<file path="src/rtl/stack_sequencer.sv">
// stack_sequencer: PUSH/POP/CALL/RET data-memory sequencer; define STACK_GUARD_EN for overflow/underflow checks
module stack_sequencer #(
  parameter logic [7:0] STACK_TOP   = 8'hFF,
  parameter logic [7:0] STACK_LIMIT = 8'h80
) (
  input  logic       clk,
  input  logic       rst,
  input  logic       op_valid,
  output logic       op_ready,
  input  logic [1:0] op_code,
  input  logic [1:0] op_reg,
  input  logic [7:0] push_data,
  input  logic [7:0] ret_addr,
  input  logic [7:0] call_target,
  input  logic [7:0] sp_value,
  output logic       stack_push,
  output logic       stack_pop,
  output logic [7:0] mem_addr,
  output logic [7:0] mem_wdata,
  output logic       mem_we,
  output logic       mem_re,
  input  logic [7:0] mem_rdata,
  output logic       rf_write_en,
  output logic [1:0] rf_write_addr,
  output logic [7:0] rf_write_data,
  output logic       pc_load,
  output logic [7:0] pc_next,
  output logic       done,
  output logic       err_ovf,
  output logic       err_unf
);
  typedef enum logic [2:0] {IDLE, WRITE, READ, CAPTURE, DONE} state_t;
  state_t     r_state;
  logic [1:0] r_op, r_reg;
  logic [7:0] r_data, r_tgt, r_res;
  logic       r_fail;
  logic       w_ovf, w_unf, w_wr, w_rd, w_done;
`ifdef STACK_GUARD_EN
  logic r_ovf, r_unf;
  assign w_ovf   = sp_value == STACK_LIMIT;
  assign w_unf   = sp_value == STACK_TOP;
  assign err_ovf = r_ovf;
  assign err_unf = r_unf;
  always_ff @(posedge clk) begin
    if (rst) begin
      r_ovf <= 1'b0;
      r_unf <= 1'b0;
    end else begin
      if (r_state == WRITE && w_ovf) r_ovf <= 1'b1;
      if (r_state == READ && w_unf) r_unf <= 1'b1;
    end
  end
`else
  assign w_ovf   = 1'b0;
  assign w_unf   = 1'b0;
  assign err_ovf = 1'b0;
  assign err_unf = 1'b0;
`endif
  always_ff @(posedge clk) begin
    if (rst) begin
      r_state <= IDLE;
      r_op    <= 2'd0;
      r_reg   <= 2'd0;
      r_data  <= 8'h00;
      r_tgt   <= 8'h00;
      r_res   <= 8'h00;
      r_fail  <= 1'b0;
    end else begin
      case (r_state)
        IDLE: if (op_valid) begin
          r_op    <= op_code;
          r_reg   <= op_reg;
          r_data  <= (op_code == 2'd2) ? ret_addr : push_data;
          r_tgt   <= call_target;
          r_fail  <= 1'b0;
          r_state <= op_code[0] ? READ : WRITE;
        end
        WRITE: begin
          r_fail  <= w_ovf;
          r_state <= DONE;
        end
        READ: begin
          r_fail  <= w_unf;
          r_state <= w_unf ? DONE : CAPTURE;
        end
        CAPTURE: begin
          r_res   <= mem_rdata;
          r_state <= DONE;
        end
        default: r_state <= IDLE;
      endcase
    end
  end
  // strobes are masked by rst so an aborted operation never touches memory or SP
  assign w_wr   = !rst && r_state == WRITE && !w_ovf;
  assign w_rd   = !rst && r_state == READ && !w_unf;
  assign w_done = !rst && r_state == DONE;
  assign op_ready      = r_state == IDLE;
  assign stack_push    = w_wr;
  assign stack_pop     = w_rd;
  assign mem_we        = w_wr;
  assign mem_re        = w_rd;
  assign mem_addr      = w_wr ? sp_value : w_rd ? sp_value + 8'd1 : 8'h00;
  assign mem_wdata     = w_wr ? r_data : 8'h00;
  assign done          = w_done;
  assign rf_write_en   = w_done && r_op == 2'd1 && !r_fail;
  assign rf_write_addr = rf_write_en ? r_reg : 2'd0;
  assign rf_write_data = rf_write_en ? r_res : 8'h00;
  assign pc_load       = w_done && r_op[1] && !r_fail;
  assign pc_next       = !pc_load ? 8'h00 : r_op[0] ? r_res : r_tgt;
endmodule

</file>
<file path="config.mk">
export PLATFORM = sky130hd
export DESIGN_NAME = stack_sequencer
export DESIGN_NICKNAME = d
export VERILOG_FILES = /design/src/rtl/stack_sequencer.sv
export SDC_FILE = /design/constraint.sdc
export NUM_CORES = 1
export LEC_CHECK = 0
export CORE_ASPECT_RATIO = 0.75
export CORE_MARGIN = 2
export CORE_UTILIZATION = 39
export CTS_CLUSTER_DIAMETER = 80
export DETAILED_ROUTE_END_ITERATION = 8
export PLACE_DENSITY = 0.8
export SLEW_MARGIN = 5
export SYNTH_ARGS = -nofsm -noshare
export SYNTH_HDL_FRONTEND = slang
export SYNTH_SLANG_ARGS = --single-unit
</file>
<file path="constraint.sdc">
create_clock -name clk -period 2.7 [get_ports clk]
set_input_delay 0.405 -clock clk [delete_from_list [all_inputs] [get_ports clk]]
set_output_delay 0.405 -clock clk [all_outputs]
set_load 0.05 [all_outputs]
</file>
==> run summary <==
Regs by FF count = r_data x8, r_res x8, r_tgt x8
CTS tree = built
DIE AREA = 4920 um^2
logic gate share of total power = 26.6%
Worst path max stage delay = 0.53 ns
largest area contributor in the netlist = dfxtp_1
number of global-route vias before repair = 1735
YS warnings = 0
Layout area overhead = 87.0%
kind of critical path = input port to primary output
DRT Pass-1 Iters = 4
row cnt = 20
Reg area = 621 um^2
crit start category = input port
Pwr Density = 375 nW/um^2
Tmin final = 2.58 ns
Synth top area share = 36.4%
crit path buf inv count = 4
Tightest Pin Transition = 0.586 ns
clk slew on worst S/H paths = 0.06 ns
routed wire length = 5100 um
Slew headroom = 60.9%
Critical-path top delay cell = or4b_1
Clk network pwr share = 30.9%
run status = finished, final reports clean
Hold Slack = 0.451 ns
CP max FO = 9
# IOs = 91
asr flop ratio synth = 0%
Resize count post-CTS = 0
leakage power = 1.28 nW
Reg power frac = 42.5%
Setup Skew = 0.00268 ns
Data arrival, critical path = 2.18 ns
DRT iter0 DRCs = 89
Routed WL per cell = 14.4 um
Die X = 80.4 um
setup ws final = 0.118 ns
crit end category = primary output
Synth cell types = 33
largest net degree at the start of global routing = 34
final hold viol count = 0
Final period util = 95.6%
final slew viol count = 0
Cell Area, Synth = 1710 um^2
register area share after synthesis = 36.4%
Mapped Cells = 213
CTS root buf = clkbuf_8
FILL cells = 304
first-pass GRT wire length = 8220 um
Inserted Clock Buffers = 5
final net count = 348
Syn Area/Cell = 8.01 um^2
switching share of power = 29.1%
Port Buf Inserts = 88
Worst path top cell family by delay = buffers and inverters
Die Ht = 61.3 um
ANT nets after route = 0
gr usage total = 22.1%
WP data required = 2.30 ns
overall power = 1.20 mW
GPL Wtd Cong = 0.790
switching power = 348 uW
Initial Utilization = 41.3%
Hold Path Class = flop to flop
EDFF count, synth = 0
Cell Chain, Critical Path = clkdlybuf4s50_1 > or4b_1 > buf_4 > clkinv_1 > a21oi_1 > mux2i_2 > buf_12
#FFs+latches synth = 31
vias after detailed routing = 1796
RSZ-0062 raised after global routing = no
Main synth FF type = dfxtp_1
Post-CTS Setup Bufs = 0
Setup violations, final = 0
DP HPWL = 3810 um
leading cell types by count after synthesis = 31 x dfxtp_1, 31 x nand2_1, 25 x mux2i_1, 24 x nor2_1, 18 x and2_1
max cap viols = 0
# placed instances = 348
Non-Filler Instances = 355
Antenna Cells = 0
Via density = 5.06
core area = 4130 um^2
Multi-input gate area = 1000 um^2
DRC = 0
Setup WS pre-CTS = 0.130 ns
Pint = 848 uW
clk_lat worst skew = 0.28 ns
initial antenna violation count = 0
# hold bufs at CTS = 0
GR Overflow Total = 0
Fmax = 387 MHz
layout cells sized above 1 = 24.3%
H-tree depth = 2
CTS sink cnt = 31
CTS max path bufs = 2
synth top area cells = dfxtp_1 36%, mux2i_1 15%, nand2_1 6.8%
Max VDD drop = 0.000280 V
-- through the flow --
stage | utilization, % | cell area [um^2] | setup TNS, ns
after floorplan | - | 1750 | -0.0665
after global placement | 75.1 | 3100 | 0
after detailed placement | 75.1 | 3100 | 0
after CTS | 77.2 | 3190 | 0
after global routing | 77.2 | 3190 | 0
final | 77.2 | 3190 | 0
-- kinds of logic (layout without fill, tap and decap cells) --
logic type | Yosys count | count (layout) | share of synthesized area (%)
AO/OA/AOI/OAI | 32 | 32 | 11.2
adder cells (fa/ha/maj) | 1 | 1 | 0.734
buffers and inverters | 26 | 112 | 7.56
flip-flops | 31 | 31 | 36.4
multiplexers | 25 | 25 | 14.7
other | 1 | 2 | 0.220
AND/OR/NAND/NOR | 97 | 97 | 29.2
-- worst register-to-register path, stage by stage, from the launching register on --
cell and delay (ns):
dfxtp_1 0.31, buf_4 0.17, or4b_2 0.86, nand2_1 0.13, a21oi_1 0.09
-- cells in the final DEF, fill, tap and decap left out, types with 2 or more instances in the layout --
cell type	n
and2_2	7
and2_1	11
inv_1	5
nand2_1	31
buf_4	10
o21ai_2	2
conb_1	2
mux2i_1	24
nand3_1	5
nor2_1	24
nor4b_4	2
or4_1	2
buf_12	42
a21oi_1	17
clkbuf_8	6
nand3b_1	2
nor4_1	3
a211oi_1	8
or3_1	2
o211ai_1	3
clkdlybuf4s50_1	47
dfxtp_1	31
-- cell type report --
type | instances | share of cell area (%)
Tap cell | 55 | 2.16
Clock inverter | 1 | 0.157
Sequential cell | 31 | 19.5
Clock buffer | 6 | 2.59
Inverter | 6 | 0.706
Multi-Input combinational cell | 157 | 31.5
Timing Repair Buffer | 99 | 43.5
-- power groups by stage --
stage / clock (mW) / combinational, mW / sequential, mW
after detailed placement: 0 / 0.319 / 0.518
final: 0.369 / 0.319 / 0.509
after floorplan: 0 / 0.174 / 0.507
after global placement: 0 / 0.311 / 0.516
after CTS: 0.375 / 0.321 / 0.508
after global routing: 0.391 / 0.343 / 0.512
-- final timing paths --
kind | end | startpoint | slack (ns) | cells past startpoint
max reg2reg | r_tgt[5] | r_state[0] | 1.01 | 4
min | r_reg[0] | r_reg[0] | 0.45 | 2
max | mem_addr[2] | rst | 0.12 | 7
min reg2reg | r_reg[0] | r_reg[0] | 0.45 | 2
-- metal layers --
| metal | GRT usage [%] | part of all wire [%] | vias up |
|---|---|---|---|
| met5 | 0 | 0 | - |
| met1 | 26.5 | 41 | 829 |
| li1 | - | - | 898 |
| met4 | 7.99 | 1.3 | 0 |
| met2 | 38.6 | 51 | 60 |
| met3 | 6.45 | 6.8 | 9 |
(Power assumes the default switching activity.)
